[src/rtl/pe_cmd_sched.sv]
// -----------------------------------------------------------------------------
// pe_cmd_sched
// Round-robin scheduler for the single serial command line that feeds every
// pctrl processing-element node. One requester is granted at a time. Its
// command is sent on tx as one frame, one bit per clock:
//   start bit (0), node address (8b), opcode byte (8b), data window, guard.
// The line is held idle-high until the addressed node's execute window has
// closed.
//
// Ports
//   clk          system clock
//   nRst         asynchronous active-low reset
//   req_valid    [NREQ]     per-requester command pending, held until acked
//   req_addr     [8*NREQ]   node address, requester i at [8i+7:8i]
//   req_op       [3*NREQ]   opcode, requester i at [3i+2:3i]
//   req_data     [32*NREQ]  payload, requester i at [32i+31:32i]
//   req_ack      [NREQ]     one-cycle pulse once the command has been latched
//   tx           serial command line, idles high
//   busy         high from START through the last GUARD cycle
//   frame_done   one-cycle pulse on the last GUARD cycle
// -----------------------------------------------------------------------------
module pe_cmd_sched #(
    parameter int NREQ      = 4,
    parameter int DLEN      = 32,
    parameter int RLEN      = 128,
    parameter int GUARD_CYC = 4
) (
    input  logic                 clk,
    input  logic                 nRst,
    input  logic [NREQ-1:0]      req_valid,
    input  logic [8*NREQ-1:0]    req_addr,
    input  logic [3*NREQ-1:0]    req_op,
    input  logic [32*NREQ-1:0]   req_data,
    output logic [NREQ-1:0]      req_ack,
    output logic                 tx,
    output logic                 busy,
    output logic                 frame_done
);

    localparam int AW = 8;
    localparam int OW = 3;
    localparam int DW = 32;
    localparam int PW = $clog2(NREQ);

    // The bit counter has to reach the longest phase minus one.
    localparam int WMAX0 = (RLEN > DLEN) ? RLEN : DLEN;
    localparam int WMAX1 = (WMAX0 > GUARD_CYC) ? WMAX0 : GUARD_CYC;
    localparam int WMAX  = (WMAX1 > AW) ? WMAX1 : AW;
    localparam int CW    = $clog2(WMAX);

    localparam logic [PW-1:0] PTR_LAST = PW'(NREQ - 1);
    localparam logic [PW-1:0] PTR_ONE  = PW'(1);
    localparam logic [PW:0]   NREQ_W   = (PW + 1)'(NREQ);

    localparam logic [OW-1:0] OP_OUT_RES = 3'h2;
    localparam logic [OW-1:0] OP_NO_OP   = 3'h7;

    localparam logic [CW-1:0] CNT_BYTE  = CW'(AW - 1);
    localparam logic [CW-1:0] CNT_DATA  = CW'(DLEN - 1);
    localparam logic [CW-1:0] CNT_RES   = CW'(RLEN - 1);
    localparam logic [CW-1:0] CNT_GUARD = CW'(GUARD_CYC - 1);
    localparam logic [CW-1:0] CNT_ZERO  = '0;
    localparam logic [CW-1:0] CNT_ONE   = CW'(1);
    localparam logic          GUARD_ONE = (GUARD_CYC == 1) ? 1'b1 : 1'b0;

    typedef enum logic [2:0] {
        ST_IDLE  = 3'd0,
        ST_START = 3'd1,
        ST_ADDR  = 3'd2,
        ST_OPC   = 3'd3,
        ST_DATA  = 3'd4,
        ST_GUARD = 3'd5
    } state_t;

    state_t             state_q;
    logic [PW-1:0]      rr_ptr_q;
    logic [PW-1:0]      rr_ptr_d;
    logic [CW-1:0]      cnt_q;
    logic [AW-1:0]      addr_sh_q;
    logic [AW-1:0]      opc_sh_q;
    logic [DW-1:0]      data_sh_q;
    logic               res_q;
    logic [NREQ-1:0]    ack_q;
    logic               tx_q;
    logic               busy_q;
    logic               done_q;

    // Arbitration results for the current IDLE cycle.
    logic [2*NREQ-1:0]  dbl_s;
    logic [NREQ-1:0]    rot_s;
    logic [PW-1:0]      off_s;
    logic [PW:0]        sum_s;
    logic [PW:0]        diff_s;
    logic               win_valid_s;
    logic [PW-1:0]      win_idx_s;
    logic [NREQ-1:0]    win_onehot_s;
    logic [AW-1:0]      sel_addr_s;
    logic [OW-1:0]      sel_op_s;
    logic [DW-1:0]      sel_data_s;

    // Rotate the request vector so that rr_ptr sits at bit 0, then take the
    // lowest set bit; the winner is that offset added back to rr_ptr mod NREQ.
    always_comb begin
        dbl_s       = {req_valid, req_valid} >> rr_ptr_q;
        rot_s       = dbl_s[NREQ-1:0];
        off_s       = '0;
        win_valid_s = 1'b0;
        // Scan from the top so the lowest offset is written last and wins.
        for (int j = NREQ - 1; j >= 0; j--) begin
            if (rot_s[j]) begin
                off_s       = PW'(j);
                win_valid_s = 1'b1;
            end else begin
                off_s       = off_s;
                win_valid_s = win_valid_s;
            end
        end
        sum_s  = {1'b0, rr_ptr_q} + {1'b0, off_s};
        diff_s = sum_s - NREQ_W;
        if (sum_s >= NREQ_W) begin
            win_idx_s = diff_s[PW-1:0];
        end else begin
            win_idx_s = sum_s[PW-1:0];
        end
        if (win_idx_s == PTR_LAST) begin
            rr_ptr_d = '0;
        end else begin
            rr_ptr_d = win_idx_s + PTR_ONE;
        end
    end

    // Select the winning requester's command fields and build its ack vector.
    always_comb begin
        sel_addr_s   = '0;
        sel_op_s     = '0;
        sel_data_s   = '0;
        win_onehot_s = '0;
        for (int i = 0; i < NREQ; i++) begin
            if (win_idx_s == PW'(i)) begin
                sel_addr_s      = req_addr[i*AW +: AW];
                sel_op_s        = req_op[i*OW +: OW];
                sel_data_s      = req_data[i*DW +: DW];
                win_onehot_s[i] = 1'b1;
            end else begin
                win_onehot_s[i] = 1'b0;
            end
        end
    end

    // Frame FSM. Outputs are registered from the next state so that tx, busy,
    // req_ack and frame_done all line up with the phase they belong to.
    // Shift registers are refilled with ones so the line idles high once a
    // field has been sent (this also covers DLEN > 32).
    always_ff @(posedge clk or negedge nRst) begin
        if (!nRst) begin
            state_q   <= ST_IDLE;
            rr_ptr_q  <= '0;
            cnt_q     <= '0;
            addr_sh_q <= '0;
            opc_sh_q  <= '0;
            data_sh_q <= '0;
            res_q     <= 1'b0;
            ack_q     <= '0;
            tx_q      <= 1'b1;
            busy_q    <= 1'b0;
            done_q    <= 1'b0;
        end else begin
            case (state_q)
                ST_IDLE: begin
                    tx_q   <= 1'b1;
                    busy_q <= 1'b0;
                    done_q <= 1'b0;
                    if (win_valid_s) begin
                        ack_q     <= win_onehot_s;
                        rr_ptr_q  <= rr_ptr_d;
                        addr_sh_q <= sel_addr_s;
                        opc_sh_q  <= {4'b0000, sel_op_s, 1'b0};
                        // The readout window keeps the line high, so its
                        // payload is replaced by ones.
                        data_sh_q <= (sel_op_s == OP_OUT_RES) ? {DW{1'b1}} : sel_data_s;
                        res_q     <= (sel_op_s == OP_OUT_RES);
                        if (sel_op_s != OP_NO_OP) begin
                            state_q <= ST_START;
                            tx_q    <= 1'b0;
                            busy_q  <= 1'b1;
                        end else begin
                            state_q <= ST_IDLE;
                        end
                    end else begin
                        ack_q <= '0;
                    end
                end
                ST_START: begin
                    ack_q     <= '0;
                    state_q   <= ST_ADDR;
                    cnt_q     <= CNT_BYTE;
                    tx_q      <= addr_sh_q[0];
                    addr_sh_q <= {1'b1, addr_sh_q[AW-1:1]};
                end
                ST_ADDR: begin
                    ack_q <= '0;
                    if (cnt_q == CNT_ZERO) begin
                        state_q  <= ST_OPC;
                        cnt_q    <= CNT_BYTE;
                        tx_q     <= opc_sh_q[0];
                        opc_sh_q <= {1'b1, opc_sh_q[AW-1:1]};
                    end else begin
                        cnt_q     <= cnt_q - CNT_ONE;
                        tx_q      <= addr_sh_q[0];
                        addr_sh_q <= {1'b1, addr_sh_q[AW-1:1]};
                    end
                end
                ST_OPC: begin
                    ack_q <= '0;
                    if (cnt_q == CNT_ZERO) begin
                        state_q   <= ST_DATA;
                        cnt_q     <= res_q ? CNT_RES : CNT_DATA;
                        tx_q      <= data_sh_q[0];
                        data_sh_q <= {1'b1, data_sh_q[DW-1:1]};
                    end else begin
                        cnt_q    <= cnt_q - CNT_ONE;
                        tx_q     <= opc_sh_q[0];
                        opc_sh_q <= {1'b1, opc_sh_q[AW-1:1]};
                    end
                end
                ST_DATA: begin
                    ack_q <= '0;
                    if (cnt_q == CNT_ZERO) begin
                        state_q <= ST_GUARD;
                        cnt_q   <= CNT_GUARD;
                        tx_q    <= 1'b1;
                        done_q  <= GUARD_ONE;
                    end else begin
                        cnt_q     <= cnt_q - CNT_ONE;
                        tx_q      <= data_sh_q[0];
                        data_sh_q <= {1'b1, data_sh_q[DW-1:1]};
                    end
                end
                ST_GUARD: begin
                    ack_q <= '0;
                    tx_q  <= 1'b1;
                    if (cnt_q == CNT_ZERO) begin
                        state_q <= ST_IDLE;
                        busy_q  <= 1'b0;
                        done_q  <= 1'b0;
                    end else begin
                        cnt_q  <= cnt_q - CNT_ONE;
                        // Flag the cycle in which the counter will read zero.
                        done_q <= (cnt_q == CNT_ONE);
                    end
                end
                default: begin
                    state_q <= ST_IDLE;
                    ack_q   <= '0;
                    tx_q    <= 1'b1;
                    busy_q  <= 1'b0;
                    done_q  <= 1'b0;
                end
            endcase
        end
    end

    assign req_ack    = ack_q;
    assign tx         = tx_q;
    assign busy       = busy_q;
    assign frame_done = done_q;

endmodule

[config.mk]
export PLATFORM = sky130hd
export DESIGN_NAME = pe_cmd_sched
export DESIGN_NICKNAME = d
export VERILOG_FILES = /design/src/rtl/pe_cmd_sched.sv
export SDC_FILE = /design/constraint.sdc
export NUM_CORES = 1
export LEC_CHECK = 0
export BUFFER_PORTS_ARGS = -buffer_cell sky130_fd_sc_hd__buf_2
export CAP_MARGIN = 15
export CORE_ASPECT_RATIO = 0.9
export CORE_MARGIN = 2
export CORE_UTILIZATION = 45
export DETAILED_ROUTE_END_ITERATION = 7
export PLACE_DENSITY = 0.74
export REMOVE_ABC_BUFFERS = 1
export SYNTH_ARGS = -nofsm -noshare
export SYNTH_HDL_FRONTEND = slang
export SYNTH_SLANG_ARGS = --single-unit
[constraint.sdc]
create_clock -name clk -period 4.8 [get_ports clk]
set_input_delay 1.44 -clock clk [delete_from_list [all_inputs] [get_ports clk]]
set_output_delay 1.44 -clock clk [all_outputs]
set_load 0.03 [all_outputs]
==> results by group, run 1 <==
Worst setup path
  • WP data required: 5.04 ns
  • R2R setup slack: 1.14 ns
  • Reg2Reg Capture Point: tx
  • WP data arrival: 4.58 ns
  • Critical Path End Type: register
  • Critical Path Fanout Max: 14
  • CP Class: input port to register
  • FF-to-FF path depth: 12
  • R2r startpoint: rr_ptr_q[0]
  • CP startpoint kind: input port

Synthesis
  • Syn Inst Count: 636
  • YS warnings: 0
  • Sequential share of the synthesized area: 0.337
  • Synth area leaders: dfrtp_1 (33%), a221o_1 (6.9%), o21ai_0 (6.1%)
  • EDFF count, synth: 0
  • Post-Syn Area: 0.00506 mm2
  • Predominant post-synthesis flop cell: dfrtp_1
  • Avg Cell Area, Syn: 7.96 um2
  • Yosys top cell by area: dfrtp_1
  • Yosys reg bits: 68
  • Synth cell types: 58
  • FFs w/ async S/R, synth: 1.00
  • Top-area cell type share of the netlist area: 0.331

Min path
  • HP Class: register to register
  • WHS Endpoint: data_sh_q[23]
  • Hold Startpoint: data_sh_q[23]
  • Hold depth: 2

STA
  • Final Hold Fails: 0
  • Worst relative slew slack: 0.229
  • Fin crit period: 4.35 ns
  • Clock skew: 0.00432 ns
  • RSZ-0062 raised after global routing: no
  • Final period utilization: 0.906
  • Fmax: 230 MHz
  • Final setup viols: 0
  • Pins Over Slew Limit: 0
  • Worst-margin pin slew: 1.16 ns
  • Setup ws final: 0.453 ns
  • Hold WS: 0.479 ns

Cells and area
  • Area of the multi-input gates: 0.00307 mm2
  • Final core utilization: 0.584
  • Filler Cell Count: 1,025
  • Design area: 0.00636 mm2
  • Nets@finish: 971
  • Area delta synth->final: 25.7%
  • # diodes: 0
  • Sequential Area: 0.00170 mm2
  • Layout cells sized above 1: 0.290

Clock network
  • CTS H-Tree Depth: 3
  • Worst-path clk slew: 0.05 ns
  • CTS hold repair buffers: 0
  • Post-CTS setup buffers: 0
  • Max clock buf depth: 2
  • Clock latency on the worst-skew pair: 0.33 ns
  • CTS Buf Count: 9
  • # clock sinks: 68
  • CTS root buf: clkbuf_16
  • CTS tree: done
  • CTS resizes: 0

Power and ir drop
  • Worst IR Drop VDD: 0.231 mV
  • PD cells: 302 mW/mm2
  • Leakage: 0.00298 uW

Route
  • Routed vias/inst: 5.70
  • Post-route ant nets: 0
  • Residual DRC: 0
  • Routed WL: 14.3 mm
  • Initial drt markers: 353
  • Drt pass-1 iters: 5
  • DR vias: 5,370
  • DR WL/cell: 15.2 um

Global route
  • Initial antenna violation count: 0
  • Number of global-route vias before repair: 5,001
  • Gr ovfl total: 0
  • GR Util All Layers: 0.241
  • First-pass GRT wire length: 23.8 mm
  • Largest net degree at the start of global routing: 43

Floorplan
  • Site row count: 36
  • Core area: 0.0109 mm2
  • Die width: 116 um
  • Starting Density: 0.464
  • I/O pin count: 185
  • Die Area: 0.0121 mm2
  • Die Span Y: 105 um

Placement
  • GP Congestion: 0.866
  • Area post-placement: 0.00604 mm2
  • Pre-CTS WS: 0.134 ns
  • Final HPWL from detailed placement: 10.4 mm
  • # port buffers: 184

Run
  • MaxCap Viol Count: 0

Status
  • Status: finished, final reports clean
sequential cells by signal, indices dropped and copies added (netlist names):
register    count
addr_sh_q       8
busy            1
cnt_q           7
data_sh_q      32
frame_done      1
opc_sh_q        8
req_ack         4
res_q           1
rr_ptr_q        2
state_q         3
tx              1
cells by family after synthesis:
| family | after synthesis | share of synthesized area |
|---|---|---|
| AOI/OAI and AO/OA | 227 | 0.297 |
| adders and majority gates | 8 | 0.0198 |
| xor gates and xnor gates | 4 | 0.00693 |
| buffers and inverters | 70 | 0.0601 |
| DFF | 68 | 0.337 |
| muxes | 10 | 0.0205 |
| and+or+nand+nor | 249 | 0.259 |
layout make-up:
cell class | count | area share
well taps | 152 | 0.0299
multi-input cells | 498 | 0.483
clock buffers | 12 | 0.0387
flip-flops and latches | 68 | 0.268
clock inverters | 4 | 0.0114
repair buffers | 195 | 0.162
inverters | 13 | 0.00767
cells in the mapped netlist (2+ instances only):
| cell type | number |
|---|---|
| or3_1 | 2 |
| nand2_1 | 75 |
| buf_1 | 2 |
| o211ai_1 | 2 |
| o221ai_1 | 3 |
| o32ai_1 | 2 |
| clkbuf_1 | 43 |
| a31oi_1 | 3 |
| a211oi_1 | 4 |
| nor2_1 | 16 |
| a21oi_1 | 46 |
| o21ai_1 | 31 |
| ha_1 | 8 |
| nor3_1 | 12 |
| mux2i_1 | 7 |
| a211o_1 | 2 |
| inv_1 | 13 |
| buf_2 | 6 |
| mux2_2 | 3 |
| o311ai_0 | 6 |
| xnor2_1 | 2 |
| and2_1 | 5 |
| and3_1 | 33 |
| xor2_1 | 2 |
| buf_6 | 3 |
| nor2b_1 | 17 |
| o31ai_1 | 2 |
| a221o_1 | 35 |
| a22oi_1 | 2 |
| dfrtp_1 | 67 |
| nor3b_1 | 3 |
| nand3_1 | 38 |
| nand2b_1 | 39 |
| nand3b_1 | 3 |
| a21o_1 | 2 |
| o21ai_0 | 62 |
| o22ai_1 | 3 |
| a221oi_1 | 9 |
| a31o_2 | 2 |
| buf_4 | 3 |
worst max-delay path: stages:
cell	delay [ns]
buf_2	0.14
nor2_1	0.05
a221o_1	0.35
nand2_1	0.07
o221ai_1	0.11
ha_1	0.21
xnor2_1	0.25
xor2_1	0.25
ha_2	0.38
a211oi_1	0.09
a211o_1	0.34
or4b_2	0.68
o221ai_1	0.23
layer usage:
layer	share of wire	global-route usage	wire length, um	vias up
met5	0	0	0	-
met4	0.016	0.0655	227	0
met3	0.053	0.0377	756	20
met2	0.50	0.398	7090	177
met1	0.44	0.328	6230	2525
li1	-	-	-	2648
report_power, final:
group,total (uW),internal [uW],switching (uW)
Combinational,637,310,327
Sequential,577,575,2.62
Clock,706,468,238
cells in the final DEF (no fill, tap or decap), types with 3 or more instances in the layout:
cell	synthesis	final
mux2_2	3	3
o22ai_1	3	3
buf_4	3	9
nor2b_1	17	16
buf_2	6	184
inv_1	13	13
o221ai_1	3	3
a21oi_1	46	46
o311ai_0	6	6
a221oi_1	9	9
dfrtp_1	67	67
nand2b_1	39	39
ha_1	8	6
nand2_1	75	75
a211oi_1	4	4
nor3_1	12	12
and2_1	5	5
a221o_1	35	35
nor3b_1	3	3
o21ai_0	62	62
o21ai_1	31	31
and3_1	33	33
clkbuf_16	0	9
nor2_1	16	16
nand3b_1	3	3
nand3_1	38	38
a31oi_1	3	3
mux2i_1	7	7
through the flow:
step	setup TNS [ns]	total power, uW	cells
global route	0	2030	942
finish	0	1920	942
floorplan	-54.67	1010	579
detailed placement	0	1230	926
global placement	0	1220	926
CTS	0	1940	942
how the worst max path moves through the flow:
stage,startpoint,endpoint,slack (ns),cells past startpoint
6_report,req_valid[0],tx,0.45,13
4_1_cts,req_valid[0],tx,0.46,13
5_1_grt,req_valid[0],addr_sh_q[0],0.20,14
3_3_place_gp,req_valid[0],state_q[0],0.22,15
3_5_place_dp,req_valid[0],state_q[0],0.13,14
2_1_floorplan,req_valid[0],data_sh_q[0],-1.42,13
Note: power is estimated with default switching activity, not from simulation.
==> run 2, diff against run 1 <==
CORE_UTILIZATION = 46   (was 45)
PLACE_DENSITY = 0.78   (was 0.74)
clock period = 3.9 ns   (was 4.8 ns; I/O delays follow)
==> run 2 against run 1 <==
Compared with the run above:
- global-route usage down 0.11 points
- count of clock-buffer cells in the layout stayed put
- sequential power increased by 23%
- die area shrank 2.1%
- sequential share of layout area down 1.2 points
- via count is 4.2% higher
- critical path depth up 5
- first-iteration DRC count increased by 4.0%
==> results by group, run 2 (synthesis results as in run 1) <==
Global route
  • GR Util All Layers: 0.240 (-0.00113)
  • Gr ovfl total: 0 (unchanged)
  • First-pass GRT wire length: 22.9 mm (-3.5%)
  • Number of global-route vias before repair: 4,933 (-1.4%)
  • Initial antenna violation count: 0 (unchanged)
  • Largest net degree at the start of global routing: 70 (+63%)

Cells and area
  • Commonest non-fill, non-tap cells in the layout: buf_2 (185), nand2_1 (75), dfrtp_1 (67)
  • Largest registers: data_sh_q x32, addr_sh_q x8, opc_sh_q x8
  • Commonest non-fill, non-tap cell in the layout: buf_2
  • Layout cells sized above 1: 0.326 (+0.0365)
  • Biggest register: data_sh_q
  • Fin cells: 948 (+0.64%)
  • Design area: 0.00667 mm2 (+4.8%)
  • Max reg flops: 32 (unchanged)
  • Area delta synth->final: 31.8%
  • Nets@finish: 996 (+2.6%)
  • # diodes: 0 (unchanged)

Floorplan
  • Die Span Y: 103 um (-1.1%)
  • Core area: 0.0108 mm2 (-1.2%)
  • Die width: 115 um (-1.1%)
  • I/O pin count: 185 (unchanged)
  • Starting Density: 0.470 (+0.00583)
  • Die Area: 0.0119 mm2 (-2.1%)
  • Site row count: 36 (unchanged)

Clock network
  • CTS H-Tree Depth: 3 (unchanged)
  • CTS hold repair buffers: 0 (unchanged)
  • CTS root buf: clkbuf_16
  • CTS Buf Count: 9 (unchanged)
  • Worst-path clk slew: 0.06 ns (about the same)
  • # clock sinks: 68 (unchanged)
  • CTS tree: done
  • Max clock buf depth: 2 (unchanged)
  • Clock latency on the worst-skew pair: 0.33 ns (about the same)

Worst setup path
  • FF-to-FF path depth: 17 (+5)
  • WP data arrival: 4.07 ns (-0.51 ns)
  • CP max-delay cell: a211o_1
  • WP data required: 4.10 ns (-0.94 ns)
  • R2R setup slack: 0.37 ns (-0.77 ns)
  • Crit-path cells: buf_2 -> buf_4 -> nor2_2 -> o21ai_1 -> o221ai_1 -> ha_2 -> xnor2_4 -> xor2_2 -> ha_4 -> buf_2 -> nor2b_1 -> a211o_1 -> buf_4 -> o211ai_1 -> buf_4 -> clkbuf_16 -> and3_4 -> o21ai_1
  • Reg2Reg Capture Point: data_sh_q[7]
  • Critical Path End Type: register
  • R2r startpoint: rr_ptr_q[0]
  • CP Class: input port to register
  • Critical Path Fanout Max: 9 (-5)
  • Most common cell on crit path: buf_4
  • CP startpoint kind: input port
  • Crit-path max cell delay: 0.28 ns (-0.40 ns)

Route
  • DR vias: 5,597 (+4.2%)
  • DR WL/cell: 16.5 um (+8.6%)
  • Routed WL: 15.6 mm (+9.3%)
  • Drt pass-1 iters: 5 (unchanged)
  • Initial drt markers: 367 (+4.0%)
  • Residual DRC: 0 (unchanged)
  • Routed vias/inst: 5.90 (+3.6%)
  • Post-route ant nets: 0 (unchanged)

STA
  • TNS Setup: 0 ns (unchanged)
  • Fin crit period: 3.87 ns
  • Final Hold Fails: 0 (unchanged)
  • Final setup viols: 0 (unchanged)
  • Worst relative slew slack: 0.411 (+0.182)
  • Final period utilization: 0.992
  • Setup ws final: 0.0294 ns (-0.424 ns)
  • Pins Over Slew Limit: 0 (unchanged)
  • Hold WS: 0.476 ns (-0.00225 ns)
  • Fmax: 258 MHz
  • Worst-margin pin slew: 0.882 ns (-0.275 ns)
  • Clock skew: 0.00565 ns (+0.00133 ns)

Power and ir drop
  • Switch share: 0.314 (+0.0188)
  • NetSw: 777 uW (+37%)
  • Worst IR Drop VDD: 0.193 mV (-17%)
  • Sequential share of power: 0.288 (-0.013)
  • Pint: 1700 uW (+25%)
  • Logic pwr share: 0.392 (+0.060)
  • Leakage: 0.00313 uW (+5.1%)
  • PD cells: 371 mW/mm2 (+23%)
  • Clock Power Share: 0.320 (-0.048)

Placement
  • Area post-placement: 0.00618 mm2 (+2.3%)
  • GP Congestion: 0.884 (+2.0%)
  • # port buffers: 184 (unchanged)
  • Placed cell count: 925 (-0.11%)
  • Final HPWL from detailed placement: 10.9 mm (+4.4%)
  • Pre-CTS WS: -0.397 ns (-0.530 ns)

Min path
  • Hold Startpoint: addr_sh_q[3]
  • WHS Endpoint: addr_sh_q[3]
  • HP Class: register to register
  • Hold depth: 2 (unchanged)

Status
  • Status: finished, final reports clean

Run
  • MaxCap Viol Count: 0 (unchanged)
-- run 2: layout make-up --
| cell class | instances | area (um2) |
|---|---|---|
| tap | 133 | 166 |
| sequential | 68 | 1700 |
| fill | 947 | 4100 |
| multi-input combinational | 498 | 3180 |
| clock buffer | 12 | 236 |
| inverter | 13 | 48.8 |
| clock inverter | 4 | 50.0 |
| timing repair buffer | 220 | 1290 |
-- run 2: stage by stage --
step           total power (uW)  utilization
2_1_floorplan              1240            -
3_3_place_gp               1540        0.574
3_5_place_dp               1570        0.574
4_1_cts                    2370        0.602
5_1_grt                    2590        0.619
6_report                   2470        0.619
-- run 2: power by group through the flow --
| stage | registers [uW] | logic (uW) | clock network, uW |
|---|---|---|---|
| floorplan | 722 | 518 | 0 |
| global placement | 723 | 816 | 0 |
| detailed placement | 723 | 849 | 0 |
| CTS | 711 | 857 | 799 |
| global route | 712 | 1050 | 830 |
| finish | 712 | 970 | 791 |
-- run 2: worst max path at each step --
stage,from,endpoint,slack [ns],cells after the start
after floorplan,req_valid[0],data_sh_q[0],-2.05,13
after global placement,req_valid[0],state_q[0],-0.28,14
after detailed placement,req_valid[0],state_q[0],-0.40,14
after CTS,req_valid[0],state_q[0],0.01,15
after global routing,req_valid[2],data_sh_q[15],-0.08,18
final,req_valid[2],data_sh_q[7],0.03,18
-- run 2: critical path: cells and delay by family --
kind	cells	cell delay, ns
xor+xnor	2	0.34
compound gates	5	0.71
buf+inv	6	0.91
fa+ha+maj	2	0.47
simple gates	3	0.45
-- run 2: what timing repair did --
item,CTS,global route
hold endpoints to repair,0,0
endpoints found under the setup margin,3,41
setup buffers,0,4
gates cloned,0,3
pin swaps,0,8
gates resized for setup,2,26
-- run 2: layer usage --
metal,track usage,vias to the layer above,wire [um]
met4,0.0769,0,179
met5,0,-,0
met3,0.0408,18,668
li1,-,2697,-
met2,0.411,194,8040
met1,0.313,2688,6740
